==> config.mk <==
export PLATFORM = sky130hd
export DESIGN_NAME = fifo_wr_arbiter
export DESIGN_NICKNAME = d
export VERILOG_FILES = /design/src/rtl/fifo_wr_arbiter.sv
export SDC_FILE = /design/constraint.sdc
export NUM_CORES = 1
export LEC_CHECK = 0
export CAP_MARGIN = 20
export CORE_MARGIN = 4
export CORE_UTILIZATION = 39
export CTS_CLUSTER_DIAMETER = 100
export DETAILED_ROUTE_END_ITERATION = 7
export PLACE_DENSITY = 0.77
export SLEW_MARGIN = 30
export SYNTH_ARGS = -nofsm -noshare
export SYNTH_HDL_FRONTEND = slang
export SYNTH_SLANG_ARGS = --single-unit
export TNS_END_PERCENT = 5
==> constraint.sdc <==
create_clock -name wr_clk -period 1.8 [get_ports wr_clk]
set_input_delay 0.27 -clock wr_clk [delete_from_list [all_inputs] [get_ports wr_clk]]
set_output_delay 0.27 -clock wr_clk [all_outputs]
set_load 0.1 [all_outputs]
==> src/rtl/fifo_wr_arbiter.sv <==
// rtl/fifo_wr_arbiter.sv - round-robin burst arbiter driving a cdc_fifo write port
module fifo_wr_arbiter #(
    parameter int NUM_REQ   = 4,
    parameter int WIDTH     = 8,
    parameter int MAX_BURST = 4
) (
    input  logic                     wr_clk,
    input  logic                     rst_n,
    input  logic [NUM_REQ-1:0]       req,
    input  logic [NUM_REQ*WIDTH-1:0] req_data,
    output logic [NUM_REQ-1:0]       ack,
    output logic [NUM_REQ-1:0]       grant,
    input  logic                     fifo_full,
    output logic                     fifo_wr_en,
    output logic [WIDTH-1:0]         fifo_data_in,
    output logic                     busy,
    output logic [15:0]              stall_cnt
);

    localparam int PTR_W  = $clog2(NUM_REQ);
    localparam int BCNT_W = $clog2(MAX_BURST) + 1;

    typedef enum logic {IDLE, GRANT} state_t;

    state_t              state, state_nxt;
    logic [NUM_REQ-1:0]  grant_nxt;
    logic [PTR_W-1:0]    rr_ptr, rr_ptr_nxt;
    logic [PTR_W-1:0]    owner, sel;
    logic [PTR_W:0]      idx;
    logic                sel_found;
    logic [BCNT_W-1:0]   burst_cnt, burst_nxt;
    logic [15:0]         stall_nxt;

    always_comb begin
        owner = '0;
        for (int i = 0; i < NUM_REQ; i++) begin
            if (grant[i]) owner = PTR_W'(i);
        end
    end

    // First requester at or after rr_ptr, wrapping past NUM_REQ-1 back to 0.
    always_comb begin
        sel       = '0;
        sel_found = 1'b0;
        idx       = '0;
        for (int i = 0; i < NUM_REQ; i++) begin
            idx = {1'b0, rr_ptr} + (PTR_W+1)'(i);
            if (idx >= (PTR_W+1)'(NUM_REQ)) idx = idx - (PTR_W+1)'(NUM_REQ);
            if (!sel_found && req[idx[PTR_W-1:0]]) begin
                sel       = idx[PTR_W-1:0];
                sel_found = 1'b1;
            end
        end
    end

    always_comb begin
        state_nxt    = state;
        grant_nxt    = grant;
        rr_ptr_nxt   = rr_ptr;
        burst_nxt    = burst_cnt;
        stall_nxt    = stall_cnt;
        ack          = '0;
        fifo_wr_en   = 1'b0;
        fifo_data_in = '0;
        case (state)
            IDLE: begin
                if (sel_found) begin
                    grant_nxt = NUM_REQ'(1) << sel;
                    burst_nxt = '0;
                    state_nxt = GRANT;
                end
            end
            GRANT: begin
                fifo_data_in = req_data[int'(owner)*WIDTH +: WIDTH];
                if (req[owner] && !fifo_full) begin
                    ack[owner] = 1'b1;
                    fifo_wr_en = 1'b1;
                    if (burst_cnt == BCNT_W'(MAX_BURST - 1)) begin
                        state_nxt  = IDLE;
                        grant_nxt  = '0;
                        rr_ptr_nxt = (owner == PTR_W'(NUM_REQ - 1)) ? '0 : owner + 1'b1;
                    end else begin
                        burst_nxt = burst_cnt + 1'b1;
                    end
                end else if (req[owner]) begin
                    if (stall_cnt != 16'hFFFF) stall_nxt = stall_cnt + 16'd1;
                end else begin
                    state_nxt  = IDLE;
                    grant_nxt  = '0;
                    rr_ptr_nxt = (owner == PTR_W'(NUM_REQ - 1)) ? '0 : owner + 1'b1;
                end
            end
            default: state_nxt = IDLE;
        endcase
    end

    always_ff @(posedge wr_clk or negedge rst_n) begin
        if (!rst_n) begin
            state     <= IDLE;
            grant     <= '0;
            rr_ptr    <= '0;
            burst_cnt <= '0;
            stall_cnt <= '0;
        end else begin
            state     <= state_nxt;
            grant     <= grant_nxt;
            rr_ptr    <= rr_ptr_nxt;
            burst_cnt <= burst_nxt;
            stall_cnt <= stall_nxt;
        end
    end

    assign busy = (state == GRANT);

endmodule

# After elaboration in Yosys (flattened, before gate mapping)
# Index checks and enable logic that the tools add are counted.
[word_totals]
regBits = 26
in_bits = 39
output_inout_bits = 34
elab_cells = 102
[classes]
add_sub_neg = 10
magnitude_cmp = 10
eq_ne = 10
shifts = 2
mux = 50
n_bitwise = 2
n_reduce_logical = 13
[op_table]
columns = ["operator", "count"]
rows = [
  ["indexed part select 32 x 6 -> 8 bit", 1],
  ["two-way mux 2 bit", 14],
  ["two-way mux 4 bit", 6],
  ["two-way mux 1 bit", 17],
  ["adder 16 x 1 -> 16 bit (second input constant)", 1],
  ["inequality test 16 bit (second input constant)", 1],
  ["< comparator 2 x 3 -> 1 bit (second input constant)", 5],
  ["binary-select mux 1 bit (select 2 bit)", 5],
  [">= comparator 3 bit (second input constant)", 3],
  ["two-way mux 3 bit", 3],
  ["AND reduction 3 bit", 3],
  ["two-way mux 8 bit", 1],
  ["one-hot mux 4 bit (2 select lines)", 1],
  ["subtractor 2 x 1 -> 2 bit (second input constant)", 4],
  ["adder 2 x 2 -> 3 bit (second input constant)", 2],
  ["inequality test 2 x 1 -> 1 bit (second input constant)", 3],
  ["inequality test 3 x 2 -> 1 bit (second input constant)", 2],
  ["one-hot mux 3 bit (2 select lines)", 1],
  ["logical AND 1 bit", 5],
  ["zero test 1 bit", 4],
  ["inequality test 2 bit (second input constant)", 2],
  ["AND reduction 4 bit", 1],
  ["<< shifter 1 x 2 -> 4 bit (first input constant)", 1],
  ["adder 2 x 1 -> 3 bit (second input constant)", 1],
  ["other kinds (9)", 10],
]

# Longest topological paths before layout
[logic_depth]
ltp_word = 17
depth_mapped = 7
depth_no_buf = 6

# Worst setup path after synthesis
# Ideal clock, no wire load.
[synth_timing]
path_type = "reg2out"
startpoint = "reg grant[3]"
endpoint = "out ack[0]"
arrival_ns = 3.986
t_required_ns = 1.530
slack_ns = -2.456
path_stages_with_launch = 6
path_buffers = 0
cell_sequence = "dfrtp_1 > nor2_1 > a221oi_4 > nand2_1 > nor2_1 > and2_1"
[synth_between]
elab_chain_cells = 7
elab_cells_between_ends = 11
classes_between = "order compare (2); mux (7); reduce/logical (2)"
[synth_rtl]
columns = ["item", "line_no", "text"]
rows = [
  ["start, declared", "12", "output logic [NUM_REQ-1:0] grant,"],
  ["start signal, assigned", "106", "grant <= grant_nxt;"],
  ["two-way mux 2 bit *", "37", "if (grant[i]) owner = PTR_W'(i);"],
  ["< comparator 2 x 3 -> 1 bit (not written as such) / >= comparator 2 x 1 -> 1 bit (equally long branches)", "76", "ack[owner] = 1'b1;"],
  ["logical AND 1 bit (not written as such)", "76", ""],
  ["two-way mux 1 bit (not written as such)", "76", ""],
  ["demux 1 bit (select 2 bit)", "76", ""],
  ["two-way mux 4 bit *", "75", "if (req[owner] && !fifo_full) begin"],
  ["two-way mux 4 bit *", "65", "case (state)"],
  ["end, declared", "11", "output logic [NUM_REQ-1:0] ack,"],
]
# Mark *: on every way between the ends. The rest lies on a longest branch, timed or not. The select of a mux whose other input is x is not followed.

# Worst setup path in the final report
[layout_timing]
startpoint = "reg grant[1]"
endpoint = "out ack[3]"
[layout_between]
elab_chain_cells = 9
elab_cells_between_ends = 13
classes_between = "order compare (2); mux (9); reduce/logical (2)"
[layout_rtl]
columns = ["item", "line_no"]
rows = [
  ["two-way mux 1 bit *", "37"],
  ["two-way mux 2 bit * (2 in a row)", "37"],
  ["< comparator 2 x 3 -> 1 bit (not written as such) / >= comparator 2 x 1 -> 1 bit (equally long branches)", "76"],
  ["logical AND 1 bit (not written as such)", "76"],
  ["two-way mux 1 bit (not written as such)", "76"],
  ["demux 1 bit (select 2 bit)", "76"],
  ["two-way mux 4 bit *", "75"],
  ["two-way mux 4 bit *", "65"],
]
# Marks and branches as above.

==> summary.txt <==
Outcome
  • Outcome: finished, violations left
  • Failing checks: negative setup slack

Global routing
  • Via count of the first global-routing pass: ~1,800
  • Largest net degree at the start of global routing: 27
  • Gr usage total: 19.1%
  • Met3 usage: 3.87%
  • Initial antenna violation count: 0
  • GRT overflow: 0
  • GRT met1 Usage: between 20% and 30%
  • First-pass GRT wire length: 8400 µm
  • GR peak layer: met2
  • Global Route met2 Usage: about 32%

Timing
  • RSZ-0062 raised after global routing: yes
  • Max Slew Vio Count: 0
  • Clk_skew: between 1.5 and 2 ps
  • Setup-failing EPs final: 28
  • Slew @ Worst Pin: 373 ps
  • FMAX: around 480 MHz
  • Hold Fails Final Rpt: 0
  • Max-Slew Margin vs Limit: between 70% and 80%
  • Fin crit period: just over 2000 ps
  • Tcrit/Tclk final: 115%
  • Worst setup slack after layout: -276 ps

Finish
  • P&R area growth vs syn: 90.7%
  • Post-Layout Cell Count: roughly 360
  • Nets: about 360
  • Layout cells sized above 1: a little under two fifths
  • Inserted Diodes: 0

Clock network
  • Root buffer cell: clkbuf_8
  • CTS Buffer Depth: 2
  • Clock Latency Late Sink: about 270 ps
  • Clock transition at path regs: 80 ps
  • CTS tree: built
  • # H-tree levels: 1
  • Clock sinks: 26
  • Cts bufs inserted: 3

Critical path
  • Crit-path cells: mux2i_2, a221oi_4, nand2_2, nor2_4, and2_4, buf_12
  • WS Path Type: reg2out
  • Critical Path Start Type: flip-flop
  • Worst path slowest cell: dfrtp_4
  • Crit path max fanout: 5
  • CP Capture Type: output pin
  • R2r startpoint: grant[1]
  • Worst EP arrival: 1810 ps
  • Critical Path Max Stage Delay: about 500 ps
  • Setup crit start: grant[1]
  • CP required: roughly 1500 ps

Synthesis
  • Largest area contributor in the netlist: dfrtp_1
  • Synth unique cells: 35
  • Post-Synth Adder-Cell Area: between 4 and 5%
  • Synth Area in Compound Gates: 11.5%
  • Largest cells by area after synthesis: dfrtp_1 37%, mux2i_1 6.8%, xor2_1 6.0%
  • Xor and xnor area share after synthesis: under 10%
  • Simple-Gate Fraction of Synth Area: ~27%
  • Largest family of logic cells by synthesized area: simple AND/OR/NAND/NOR gates
  • Synth Net Count: between 200 and 250
  • Seq/Total Area, Yosys: a little under two fifths
  • Cell Area, Synth: around 1800 µm²
  • Mux share of post-synthesis cell area: 8.11%
  • Mapped Avg Cell Area: just under 9 µm²
  • Share of the synthesized area in the top cell type: a little under two fifths
  • Synth Instances: 198
  • Number of warnings issued by yosys: 0
  • Post-synthesis register bit count: 26

Detailed routing
  • Vias per inst: 4.88
  • Pre-antenna DRT Iters: 4
  • Antenna-violating nets left: 0
  • Vias: around 1,800
  • 1st-iter DRT viols: 88
  • Avg WL per Cell: 14.1 µm
  • DRC viols: 0
  • Detailed Route WL: approximately 5100 µm

Pwr
  • PwrDens: approximately 1600 nW/µm²
  • Switching Power: ~2.7 mW
  • Pint: 2.53 mW
  • Logic pwr share: between 70% and 80%
  • Sw frac: between 50 and 60%
  • Peak VDD IR: 1.57 mV
  • Fraction of power consumed by sequential logic: 16.7%
  • Clock network power share: 7.0%
  • Leak: ~1.5 nW

Die
  • I/O Pins: between 70 and 80
  • Core Rows: 24
  • Die H: about 75 µm
  • Die width: approximately 75 µm
  • Core area: 4350 µm²
  • Die footprint: around 5600 µm²
  • Starting Density: about 40%

Place
  • DP HPWL: between 3000 and 4000 µm
  • PortBufs: 72
  • DP Cell Count: around 360
  • RePlAce Congestion: 0.766
  • DP Worst Slack: -340 ps

Hold path
  • HP Class: in2async

Job
  • Max cap viols: 0
-- state kept, by name (all words and copies together) (netlist names) --
register and flops:
burst_cnt 3, busy 1, grant 4, rr_ptr 2, stall_cnt 16
-- cell families (layout without fill, tap and decap cells) --
logic type / Yosys count / after routing
compound gates: 30 / 30
xor+xnor: 15 / 15
fa+ha+maj: 7 / 7
buf+inv: 14 / 126
flops: 26 / 26
mux: 14 / 14
simple gates: 92 / 92
-- power by group through the flow --
stage	Sequential (mW)	Combinational (mW)	Clock, mW
2_1_floorplan	1.53	1.70	0
3_3_place_gp	0.870	3.84	0
3_5_place_dp	0.875	3.88	0
4_1_cts	0.868	3.97	0.381
5_1_grt	0.902	4.21	0.403
6_report	0.876	4.01	0.369
-- worst max-delay path: cells and delay by family, from the launching register on --
kind / cells / cell delay [ps]
AND/OR/NAND/NOR: 3 / 430
flip-flops: 1 / 500
buffers and inverters: 1 / 160
multiplexers: 1 / 180
AO/OA/AOI/OAI: 1 / 270
-- what timing repair did --
item	CTS	global route
buffers inserted	2	0
hold endpoints to repair	0	0
resized for setup	12	14
hold buffers	0	0
endpoints found under the setup margin	18	34
pin swaps	7	8
-- layer usage --
metal / routed length [µm] / vias up
li1: - / 900
met5: 0 / -
met4: 33 / 0
met1: 2250 / 819
met3: 301 / 4
met2: 2530 / 45
-- cells in the final DEF, fill, tap and decap left out, drive strengths merged --
master / count
xor2: 12
dfrtp: 26
a21oi: 10
nor2b: 2
a32o: 1
nand3: 6
o21ai: 10
a221oi: 2
nor3: 8
mux2: 2
nand4: 6
a21o: 4
buf: 77
nor4: 1
a21bo: 1
clkbuf: 4
nor2: 24
xnor2: 3
ha: 7
and2: 13
nand2: 25
inv: 7
a22o: 2
nor3b: 1
mux2i: 12
or4: 1
nand3b: 1
clkdlybuf4s50: 38
nand2b: 3
nand4b: 1
-- through the flow --
stage               util (%)  hold slack (ps)  area [µm²]  setup TNS, ps  power [mW]
finish                  77.0              362        3350          -3710        5.25
global route            77.0              394        3350          -6430        5.51
CTS                     76.0              369        3310          -3440        5.22
detailed placement      73.4              481        3200          -5440        4.76
global placement        73.4              476        3200          -4560        4.71
floorplan                  -            -25.6        1810         -17280        3.23
-- path summary, 6_finish.rpt --
check / to / slack [ps] / cells past startpoint
worst max-delay path: ack[3] / -280 / 6
worst min register to register: burst_cnt[0] / 490 / 1
worst min-delay path: stall_cnt[14] / 360 / 2
min in group wr_clk: burst_cnt[0] / 490 / 1
max in group asynchronous: grant[2] / 1150 / 2
worst max register to register: stall_cnt[15] / -190 / 7
-- layout make-up --
| cell class | instances | area (µm²) |
|---|---|---|
| Clock buffer | 4 | 55.1 |
| Fill cell | 266 | 1000 |
| Inverter | 7 | 26.3 |
| Multi-Input combinational cell | 158 | 1140 |
| Sequential cell | 26 | 662 |
| Tap cell | 52 | 65.1 |
| Timing Repair Buffer | 115 | 1400 |
-- cells in the mapped netlist --
cell and number:
dfrtp_1 26, nand2_1 25, nor2_1 24, and2_1 13, mux2i_1 12, xor2_1 12, a21oi_1 10, o21ai_0 10
ha_1 7, inv_1 7, nand3_1 6, nand4_1 5, nor3_2 5, a21o_1 4, buf_2 3, nand2b_1 3
nor3_1 3, xnor2_1 3, a22o_1 2, clkbuf_1 2, nor2b_1 2, a21bo_2 1, a221oi_1 1, a221oi_4 1
a32o_1 1, buf_1 1, buf_6 1, mux2_1 1, mux2_2 1, nand3b_1 1, nand4_2 1, nand4b_1 1
nor3b_1 1, nor4_2 1, or4_1 1
Power figures use the tool's default switching activity.
